$ cat src/rtl/mux_stim_seq.sv
//------------------------------------------------------------------------------
// mux_stim_seq
//
// Stimulus sequencer for the 2-input / 2-bit-select mux stage. A start request
// runs a 4-bit step vector V = {iny, inx, select} through all 16 combinations.
// Each value is held for DWELL cycles. This is repeated for SWEEPS full sweeps,
// and then done pulses for one cycle.
//
// Parameters
//   DWELL      cycles each combination is held (1..255)
//   SWEEPS     full 16-step sweeps per run (1..255)
//
// Ports
//   clk        rising-edge clock
//   rst_n      asynchronous, active-low reset
//   start      run request, sampled only in IDLE
//   stop       abort request, overrides every other input
//   hold       freeze request (only active when MUX_SEQ_HOLD_EN is defined)
//   select     mux select drive (V[1:0])
//   inx        mux input x drive (V[2])
//   iny        mux input y drive (V[3])
//   busy       high while running
//   done       one-cycle pulse when a run completes normally
//   sweep_cnt  number of completed sweeps in the current or last run
//
// Optional feature macro: MUX_SEQ_HOLD_EN
//   When defined, hold=1 in RUN freezes the dwell counter, V and sweep_cnt.
//   When undefined, the hold port is present but ignored.
//
// All outputs come straight from registers.
//------------------------------------------------------------------------------
module mux_stim_seq #(
   parameter int unsigned DWELL  = 4,
   parameter int unsigned SWEEPS = 2
) (
   input  logic       clk,
   input  logic       rst_n,
   input  logic       start,
   input  logic       stop,
   input  logic       hold,
   output logic [1:0] select,
   output logic       inx,
   output logic       iny,
   output logic       busy,
   output logic       done,
   output logic [7:0] sweep_cnt
);

   typedef enum logic [1:0] {
      IDLE = 2'd0,
      RUN  = 2'd1,
      DONE = 2'd2
   } state_t;

   localparam logic [7:0] DWELL_LOAD = 8'(DWELL - 1);
   // sweep_cnt value at which the next 15->0 wrap ends the run
   localparam logic [7:0] SWEEP_LAST = 8'(SWEEPS - 1);

   state_t     state, state_nxt;
   logic [7:0] dwell_cnt, dwell_nxt;
   logic [3:0] v, v_nxt;
   logic [7:0] sweep_nxt;
   logic       busy_nxt, done_nxt;
   logic       frz;

`ifdef MUX_SEQ_HOLD_EN
   assign frz = hold;
`else
   logic unused_hold;
   assign unused_hold = hold;
   assign frz         = 1'b0;
`endif

   always_ff @(posedge clk or negedge rst_n) begin
      if (!rst_n) begin
         state     <= IDLE;
         dwell_cnt <= '0;
         v         <= '0;
         sweep_cnt <= '0;
         busy      <= 1'b0;
         done      <= 1'b0;
      end else begin
         state     <= state_nxt;
         dwell_cnt <= dwell_nxt;
         v         <= v_nxt;
         sweep_cnt <= sweep_nxt;
         busy      <= busy_nxt;
         done      <= done_nxt;
      end
   end

   // busy and done are registered, so they are decoded from the next state
   // rather than the current state.
   always_comb begin
      state_nxt = state;
      dwell_nxt = dwell_cnt;
      v_nxt     = v;
      sweep_nxt = sweep_cnt;
      busy_nxt  = 1'b0;
      done_nxt  = 1'b0;

      case (state)
         IDLE: begin
            v_nxt = '0;
            if (start && !stop) begin
               state_nxt = RUN;
               dwell_nxt = DWELL_LOAD;
               sweep_nxt = '0;
               busy_nxt  = 1'b1;
            end
         end

         RUN: begin
            busy_nxt = 1'b1;
            if (stop) begin
               // abort: sweep_cnt keeps the partial count, no done pulse
               state_nxt = IDLE;
               v_nxt     = '0;
               busy_nxt  = 1'b0;
            end else if (frz) begin
               // everything keeps its current value
            end else if (dwell_cnt == 8'd0) begin
               dwell_nxt = DWELL_LOAD;
               if (v == 4'hF) begin
                  sweep_nxt = sweep_cnt + 8'd1;
                  v_nxt     = '0;
                  if (sweep_cnt == SWEEP_LAST) begin
                     state_nxt = DONE;
                     busy_nxt  = 1'b0;
                     done_nxt  = 1'b1;
                  end
               end else begin
                  v_nxt = v + 4'd1;
               end
            end else begin
               dwell_nxt = dwell_cnt - 8'd1;
            end
         end

         DONE: begin
            state_nxt = IDLE;
            v_nxt     = '0;
         end

         default: begin
            state_nxt = IDLE;
            v_nxt     = '0;
         end
      endcase
   end

   // select changes fastest, then inx, then iny
   assign select = v[1:0];
   assign inx    = v[2];
   assign iny    = v[3];

endmodule

$ cat config.mk
export PLATFORM = sky130hd
export DESIGN_NAME = mux_stim_seq
export DESIGN_NICKNAME = d
export VERILOG_FILES = /design/src/rtl/mux_stim_seq.sv
export SDC_FILE = /design/constraint.sdc
export NUM_CORES = 1
export LEC_CHECK = 0
export BUFFER_PORTS_ARGS = -buffer_cell sky130_fd_sc_hd__clkbuf_2
export CAP_MARGIN = 10
export CORE_MARGIN = 4
export CORE_UTILIZATION = 50
export DETAILED_ROUTE_END_ITERATION = 6
export PLACE_DENSITY = 0.71
export SYNTH_ARGS = -nofsm -noshare
export SYNTH_HDL_FRONTEND = slang
export SYNTH_SLANG_ARGS = --single-unit
export TNS_END_PERCENT = 20
$ cat constraint.sdc
create_clock -name clk -period 5.1 [get_ports clk]
set_input_delay 0.255 -clock clk [delete_from_list [all_inputs] [get_ports clk]]
set_output_delay 0.255 -clock clk [all_outputs]
set_load 0.02 [all_outputs]
==> results of run 1 <==
## routing by layer
metal / vias up / GRT usage, %
li1: 509 / -
met1: 526 / 23.1
met2: 34 / 26.8
met3: 2 / 5.04
met4: 0 / 5.50
met5: - / 0
## power groups by stage
stage,logic [uW],registers [uW],clock network (uW)
global route,179,264,111
detailed placement,159,262,0
finish,159,259,99.0
CTS,160,259,102
floorplan,114,267,0
global placement,154,260,0
## layout make-up
cell class	count	area, sq um	share of cell area (%)
clock buffers	4	36.3	2.54
inverters	5	18.8	1.31
multi-input cells	99	642	44.9
flip-flops and latches	24	601	42.0
well taps	30	37.5	2.62
repair buffers	18	95.1	6.65
## cell families after synthesis
kind of cell / count (synthesis) / share of synthesized area [%]
adder cells (fa/ha/maj): 5 / 4.87
flip-flops: 24 / 46.7
XOR/XNOR: 7 / 4.77
AO/OA/AOI/OAI: 28 / 13.7
buffers and inverters: 9 / 3.31
AND/OR/NAND/NOR: 59 / 26.6
## stage by stage
step	utilization, %	power, uW
finish	58.3	517
global placement	56.4	415
global route	58.3	555
CTS	58.3	522
detailed placement	56.4	422
floorplan	-	381
## layout by cell type (no fill, tap or decap), types with 2 or more instances in the layout
cell and n:
a21oi_1 11, nand2_1 7, clkbuf_4 3, dfrtp_1 24, o21ai_0 5, nand2b_1 3
or3_1 2, xor2_1 5, xnor2_1 2, clkbuf_2 17, or4_1 4, inv_1 5
nor4_1 2, o31ai_1 6, or2_2 2, nand4_1 5, and3_1 2, ha_1 5
nor2_1 12, nand3_1 6, and2_1 2, nor3_1 4
## final timing paths
| kind | from | to | slack [ns] | cells after the start |
|---|---|---|---|---|
| worst min-delay path | stop | v[0] | 0.31 | 3 |
| worst min register to register | dwell_cnt[0] | dwell_cnt[0] | 0.57 | 2 |
| worst max register to register | dwell_cnt[0] | sweep_cnt[3] | 3.03 | 6 |
| max in group asynchronous | rst_n | dwell_cnt[1] | 4.26 | 2 |
| min in group asynchronous | rst_n | sweep_cnt[5] | 0.45 | 2 |
| worst max-delay path | dwell_cnt[0] | sweep_cnt[3] | 3.03 | 6 |
## worst max-delay path: stages (launching register included)
cell and delay, ns:
dfrtp_1 0.43, inv_1 0.09, ha_1 0.14, nor3b_2 0.31
a31oi_2 0.32, or4_1 0.54, a21oi_1 0.16
## state kept, by name (all words and copies together), names as in the netlist
signal,flops
dwell_cnt,8
sweep_cnt,8
state,2
busy,1
v,4
done,1
==> results by group, run 1 <==
Synth
  – Share of the synthesized area in the top cell type: 46.7%
  – Main synth FF type: dfrtp_1
  – Synth Cell Area: 1280 sq um
  – Synthesized netlist cell count: 132
  – EDFF count, synth: 0
  – Synthesized area per cell: 9.73 sq um
  – Count leader, synth: dfrtp_1
  – Syn Nets: 142
  – FFs w/ async S/R, synth: 100%
  – Synth warn: 0
  – Area leader, netlist: dfrtp_1
  – Sequential fraction of the synthesis area: 46.7%
  – Synth Register Bits: 24
  – Top cells by area, synth: dfrtp_1 (47%), ha_1 (4.9%), a21oi_1 (4.3%)
  – Most frequent cells after synthesis: dfrtp_1 (24), nor2_1 (12), a21oi_1 (11)
  – Synth cell types: 37

Setup path
  – Crit end category: register
  – Worst setup SP type: register
  – CP Data Required Time: 5.35 ns
  – Arr. time, crit path: 2.31 ns
  – Worst Setup Path Type: reg2reg
  – CP max FO: 14

Pwr
  – Clock power frac: 19.2%
  – Lkg Pwr: 0.000654 uW
  – Sequential share of power: 50.2%
  – Sw Pwr: 190 uW
  – Power per cell area: 361 nW/um^2
  – Internal: 327 uW
  – Max VDD drop: 306 uV
  – Sw Share: 36.8%
  – Combinational power share: 30.7%

Drt
  – Initial DRT Pass Iterations: 4
  – M1 WL: 1210 um
  – Iteration-0 DRC Markers: 52
  – Vias: 1071
  – WL met2: 1280 um
  – Routed WL: 2640 um
  – Highest metal used: met4
  – Post-route antenna net violation count: 0
  – # DRC: 0
  – Via/cell ratio: 5.95
  – DR WL met3: 122 um
  – Drt wl/cell: 14.6 um

Clocking
  – Post-cts sizing count: 0
  – H-Tree Depth: 1
  – Max clock buf depth: 2
  – CTS clk-pin slew, worst paths: 0.13 ns
  – Hold_buf cts: 1
  – CTS sink count: 24
  – CTS Buf Count: 3
  – Postcts setup bufs: 0
  – Clock Latency Late Sink: 0.31 ns
  – CTS root buf: clkbuf_4
  – CTS tree: built

Layout
  – Non-filler cells, final: 180
  – Final Instance Area: 1430 sq um
  – Area growth syn-to-layout: 11.3%
  – Fillers: 221
  – Share of layout cells above drive strength 1: 19.3%
  – Number of inserted diodes: 0
  – Final #Nets: 161

Global route
  – GRT overflow: 0
  – Via count of the first global-routing pass: 1049
  – Antenna violations before repair: 0
  – Largest net degree at the start of global routing: 25
  – GRT Util Overall: 17.2%
  – First-pass GRT wire length: 4640 um

STA
  – Worst-margin pin slew: 0.620 ns
  – Min cycle time layout: 2.07 ns
  – Final setup vio count: 0
  – Max-slew violations: 0
  – Crit share post-route: 40.5%
  – RSZ-0062 raised after global routing: false
  – Setup WS post-layout: 3.03 ns
  – Slew HR: 58.6%
  – Setup TNS: 0 ns
  – Max frequency: 484 MHz
  – Clk_skew: 0.00409 ns
  – Final hold violations: 0
  – Worst hold slack: 0.315 ns

Die
  – Die width: 58.7 um
  – Core ar.: 2450 sq um
  – Starting Density: 52.3%
  – Ports: 19
  – Die Ht: 58.7 um
  – Site Rows: 18
  – Die ar.: 3450 sq um

Placement
  – Placed inst area: 1380 sq um
  – I/O Buffers: 17
  – Placed cells: 175
  – Post-placement setup slack: 3.07 ns
  – Post-DP HPWL: 1870 um
  – Placer Congestion: 0.884

Worst hold path
  – Worst Hold Class: in2reg

Flow run
  – Max-Cap Viols: 0

Outcome
  – Status: complete, no violations
Note: power is estimated with default switching activity, not from simulation.
==> run 2: changes to the inputs <==
PLACE_DENSITY = 0.74   (was 0.71)
clock period = 1.65 ns   (was 5.1 ns; I/O delays follow)
==> results by group, run 2 (synthesized netlist as in run 1, its figures left out) <==
Outcome
  – Status: complete, but fails checks
  – Violated checks: setup timing

Global route
  – GRT overflow: 0
  – First-pass GRT wire length: 5490 um
  – GRT Util Overall: 21.5%
  – Antenna violations before repair: 0
  – Via count of the first global-routing pass: 1230
  – Largest net degree at the start of global routing: 25

Pwr
  – Sw Pwr: 780 uW
  – Internal: 1300 uW
  – Sw Share: 37.5%
  – Clock power frac: 13.0%
  – Power per cell area: 1160 nW/um^2
  – Sequential share of power: 37.8%
  – Total power draw: 2080 uW
  – Combinational power share: 49.3%
  – Max VDD drop: 729 uV
  – Lkg Pwr: 0.000819 uW

Layout
  – Commonest non-fill, non-tap cell in the layout: buf_4
  – Post-layout util: 72.9%
  – Area growth syn-to-layout: 39.2%
  – Most frequent cells in the layout: buf_4 (30), dfrtp_1 (22), clkbuf_2 (17), nor2_1 (12), a21oi_1 (9)
  – Number of inserted diodes: 0
  – Non-filler cells, final: 213
  – Largest regs: dwell_cnt: 8 flops, sweep_cnt: 8 flops, v: 4 flops
  – Share of layout cells above drive strength 1: 42.6%
  – Final #Nets: 194
  – Final Instance Area: 1790 sq um

STA
  – Slew HR: 60.0%
  – Max frequency: 569 MHz
  – Max-slew violations: 0
  – Final hold violations: 0
  – Setup WS post-layout: -0.106 ns
  – Min cycle time layout: 1.76 ns
  – Clk_skew: 0.00659 ns
  – Worst hold slack: 0.117 ns
  – RSZ-0062 raised after global routing: true
  – Final setup vio count: 15
  – Worst-margin pin slew: 0.599 ns
  – Crit share post-route: 106%

Drt
  – Routed WL: 3290 um
  – Initial DRT Pass Iterations: 4
  – Vias: 1201
  – # DRC: 0
  – Drt wl/cell: 15.4 um
  – Via/cell ratio: 5.64
  – Post-route antenna net violation count: 0
  – Iteration-0 DRC Markers: 22

Setup path
  – CP Data Required Time: 1.87 ns
  – Crit end category: register
  – Worst setup SP type: register
  – Worst Setup Path Type: reg2reg
  – CP max stage cell: dfrtp_1
  – Slowest stage delay, CP: 0.42 ns
  – CP max FO: 8
  – Arr. time, crit path: 1.98 ns
  – CP cell instances: inv_2 -> ha_4 -> nor3b_4 -> a31oi_4 -> buf_6 -> o31a_1 -> o21a_1

Worst hold path
  – Worst Hold Class: in2reg

Clocking
  – H-Tree Depth: 1
  – CTS clk-pin slew, worst paths: 0.13 ns
  – CTS Buf Count: 3
  – CTS sink count: 24
  – Clock Latency Late Sink: 0.32 ns
  – CTS tree: built
  – CTS root buf: clkbuf_4
  – Max clock buf depth: 2

Die
  – Die Ht: 58.7 um
  – Core ar.: 2450 sq um
  – Site Rows: 18
  – Ports: 19
  – Die ar.: 3450 sq um
  – Die width: 58.7 um
  – Starting Density: 52.3%

Placement
  – Placer Congestion: 0.918
  – Placed cells: 198
  – Placed inst area: 1570 sq um
  – I/O Buffers: 17
  – Post-DP HPWL: 2170 um

Flow run
  – Max-Cap Viols: 0
==> run 2: cell types whose count changed in the layout (fill, tap and decap cells not counted), sizes merged <==
cell | previous run | this run
buf | 0 | 33
==> run 2: critical path: cells and delay by family, from the launching register on <==
| kind | cells | cell delay (ns) |
|---|---|---|
| buffers and inverters | 2 | 0.27 |
| AOI/OAI and AO/OA | 3 | 0.57 |
| and+or+nand+nor | 1 | 0.27 |
| adders and majority gates | 1 | 0.13 |
| DFF | 1 | 0.42 |
==> run 2: power by group through the flow <==
stage	Sequential, uW	Clock (uW)	Combinational, uW
after floorplan	829	0	361
final	786	269	1030
after detailed placement	790	0	738
after global placement	781	0	715
after global routing	803	299	1110
after CTS	782	283	985
==> run 2: cell type report <==
type	instances	area (sq um)
repair buffers	51	354
multi-input cells	99	749
well taps	30	37.5
inverters	5	18.8
clock buffers	4	26.3
flip-flops and latches	24	603
fillers	178	666
==> run 2: what timing repair did <==
| action | CTS | global route |
|---|---|---|
| gates resized for setup | 15 | 9 |
| endpoints found under the hold margin | 24 | 0 |
| setup endpoints to repair | 17 | 17 |
| hold buffers | 1 | 0 |
| setup buffers | 11 | 0 |
| pin swaps | 15 | 6 |
==> run 2: final timing paths <==
| kind | startpoint | slack (ns) | cells past startpoint | endpoint |
|---|---|---|---|---|
| max | dwell_cnt[0] | -0.11 | 7 | sweep_cnt[7] |
| min | stop | 0.12 | 3 | v[0] |
| max reg2reg | dwell_cnt[0] | -0.11 | 7 | sweep_cnt[7] |
| min reg2reg | v[3] | 0.59 | 2 | v[3] |
| max in group asynchronous | rst_n | 0.95 | 2 | v[1] |
| min in group asynchronous | rst_n | 0.28 | 2 | dwell_cnt[5] |
==> run 2: routing by layer <==
layer | vias up | global-route usage, % | routed length (um)
li1 | 584 | - | -
met1 | 581 | 25.9 | 1410
met2 | 26 | 37.0 | 1700
met3 | 10 | 2.63 | 102
met4 | 0 | 12.3 | 77
met5 | - | 0 | 0
==> run 2: stage by stage <==
stage	setup slack [ns]	setup TNS, ns
2_1_floorplan	-0.0289	-0.0746
5_1_grt	-0.160	-1.92
4_1_cts	-0.0707	-0.361
6_report	-0.106	-0.775
3_5_place_dp	-0.150	-0.925
3_3_place_gp	-0.0574	-0.235
==> run 3: changes to the inputs <==
ABC_AREA = 1   (was default)
CORE_UTILIZATION = 49   (was 50)
PLACE_DENSITY = 0.72   (was 0.74)
==> results by group, run 3 <==
Outcome
  – Status: complete, no violations

Setup path
  – Worst setup SP type: register
  – CP Data Required Time: 1.86 ns
  – R2R Setup Slk: 0.13 ns
  – Arr. time, crit path: 1.73 ns
  – Worst Setup Path Type: reg2reg
  – R2R Path Start: dwell_cnt[0]
  – Crit end category: register
  – Worst-case reg-to-reg path depth: 7
  – R2R Path End: sweep_cnt[5]
  – CP max FO: 16

Drt
  – WL met2: 1400 um
  – Initial DRT Pass Iterations: 4
  – Vias: 1196
  – Iteration-0 DRC Markers: 58
  – M1 WL: 1330 um
  – Post-route antenna net violation count: 0
  – Routed WL: 2820 um
  – DR WL met3: 65 um
  – Highest metal used: met4
  – # DRC: 0
  – Drt wl/cell: 11.9 um
  – Via/cell ratio: 5.07

STA
  – Final hold violations: 0
  – Max-slew violations: 0
  – Setup TNS: 0 ns
  – Final setup vio count: 0
  – Min cycle time layout: 1.52 ns
  – Crit share post-route: 92.2%
  – Slew HR: 61.0%
  – Max frequency: 658 MHz
  – Worst-margin pin slew: 0.585 ns
  – Clk_skew: 0.00690 ns
  – RSZ-0062 raised after global routing: false

Clocking
  – CTS clk-pin slew, worst paths: 0.14 ns
  – CTS root buf: clkbuf_4
  – Clock Latency Late Sink: 0.31 ns
  – Post-cts sizing count: 0
  – Max clock buf depth: 2
  – CTS tree: built
  – H-Tree Depth: 1
  – CTS sink count: 24
  – CTS Buf Count: 3
  – Postcts setup bufs: 0

Layout
  – Area growth syn-to-layout: 10.6%
  – Number of inserted diodes: 0
  – Largest regs: dwell_cnt: 8 flops, sweep_cnt: 8 flops, v: 4 flops
  – Final #Nets: 216
  – Share of layout cells above drive strength 1: 24.4%
  – Fillers: 247
  – Commonest non-fill, non-tap cell in the layout: nand2_1
  – Most frequent cells in the layout: nand2_1 (48), dfrtp_1 (24), nand3_1 (22), inv_1 (20), nor2_1 (19)

Global route
  – GRT Util Overall: 15.8%
  – Largest net degree at the start of global routing: 25
  – Via count of the first global-routing pass: 1178
  – GRT overflow: 0
  – Antenna violations before repair: 0
  – First-pass GRT wire length: 5110 um

Pwr
  – Lkg Pwr: 0.000874 uW
  – Max VDD drop: 625 uV
  – Power per cell area: 967 nW/um^2
  – Total power draw: 1570 uW

Synth
  – Sequential fraction of the synthesis area: 40.9%
  – Syn Nets: 195
  – Main synth FF type: dfrtp_1
  – Share of the synthesized area in the top cell type: 40.9%
  – Synth cell types: 28
  – Count leader, synth: nand2_1
  – Area leader, netlist: dfrtp_1
  – Synthesized area per cell: 7.95 sq um
  – FFs w/ async S/R, synth: 100%
  – Most frequent cells after synthesis: nand2_1 (48), dfrtp_1 (24), nand3_1 (22)
  – Top cells by area, synth: dfrtp_1 (41%), nand2_1 (12%), nand3_1 (7.5%)
  – Synth Cell Area: 1470 sq um
  – Synth warn: 0
  – EDFF count, synth: 0
  – Synth Register Bits: 24
  – Synthesized netlist cell count: 185

Flow run
  – Max-Cap Viols: 0

Worst hold path
  – WHS Path Cells: 3
  – Hold Path End: state[0]
  – Worst Hold Class: in2reg
  – Hold Crit Start: start

Die
  – Die Ht: 62.8 um
  – Die width: 62.8 um
  – Die ar.: 3940 sq um
  – Core ar.: 2810 sq um
  – Site Rows: 19
  – Ports: 19
  – Starting Density: 52.4%

Placement
  – Placer Congestion: 0.850
  – I/O Buffers: 17
  – Post-DP HPWL: 2170 um
[run 3: critical path, stage by stage, from the launching register on]
cell and delay, ns:
dfrtp_1 0.40, inv_1 0.12, ha_1 0.16, nand2_1 0.08, o21ai_2 0.22, nand3_4 0.24
nand2_1 0.15, o21ai_2 0.06
[run 3: area by class of cell]
class / instances / area (sq um) / area share, %
Sequential cell: 24 / 601 / 36.9
Tap cell: 31 / 38.8 / 2.38
Clock buffer: 3 / 22.5 / 1.38
Timing Repair Buffer: 19 / 103 / 6.31
Clock inverter: 1 / 30.0 / 1.85
Multi-Input combinational cell: 133 / 738 / 45.4
Inverter: 25 / 93.8 / 5.77
[run 3: kinds of logic (layout without fill, tap and decap cells)]
kind of cell               after synthesis  in the layout  share of synthesized area [%]
and+or+nand+nor                        110            110                           36.5
adders and majority gates                5              5                           4.26
xor gates and xnor gates                 3              3                           1.79
AOI/OAI and AO/OA                       15             15                           7.66
DFF                                     24             24                           40.9
buffers and inverters                   28             48                           8.94
[run 3: worst max-delay path by stage]
stage	from	end	slack [ns]	cells after the start
6_report	dwell_cnt[0]	sweep_cnt[5]	0.13	7
4_1_cts	dwell_cnt[0]	sweep_cnt[5]	0.11	7
3_3_place_gp	dwell_cnt[0]	sweep_cnt[7]	0.17	7
3_5_place_dp	dwell_cnt[0]	sweep_cnt[5]	0.13	7
2_1_floorplan	v[1]	sweep_cnt[3]	0.21	7
5_1_grt	dwell_cnt[0]	sweep_cnt[2]	0.003	7
[run 3: what timing repair did]
item                                   CTS  global route
hold buffers                             1             0
setup endpoints to repair                0             0
endpoints found under the hold margin   24             0
[run 3: per-stage QoR]
| stage | util [%] | area (sq um) | std cells | hold WS, ns | worst slack, ns |
|---|---|---|---|---|---|
| final | 58.0 | 1630 | 236 | 0.0368 | 0.129 |
| after global routing | 58.0 | 1630 | 236 | 0.0328 | 0.00304 |
| after CTS | 58.0 | 1630 | 236 | 0.0330 | 0.110 |
| after detailed placement | 55.8 | 1560 | 231 | 0.115 | 0.126 |
| after global placement | 55.8 | 1560 | 231 | 0.114 | 0.172 |
| after floorplan | - | 1470 | 185 | -0.213 | 0.208 |
[run 3: routing by layer]
metal / global-route usage, % / up-vias
li1: - / 624
met1: 19.3 / 557
met2: 28.4 / 13
met3: 1.80 / 2
met4: 5.79 / 0
met5: 0 / -
[run 3: power breakdown]
part	internal (uW)	leakage, uW	switching [uW]
Sequential	650	0.000323	71.1
Combinational	153	0.000523	277
Clock	245	0.0000279	176
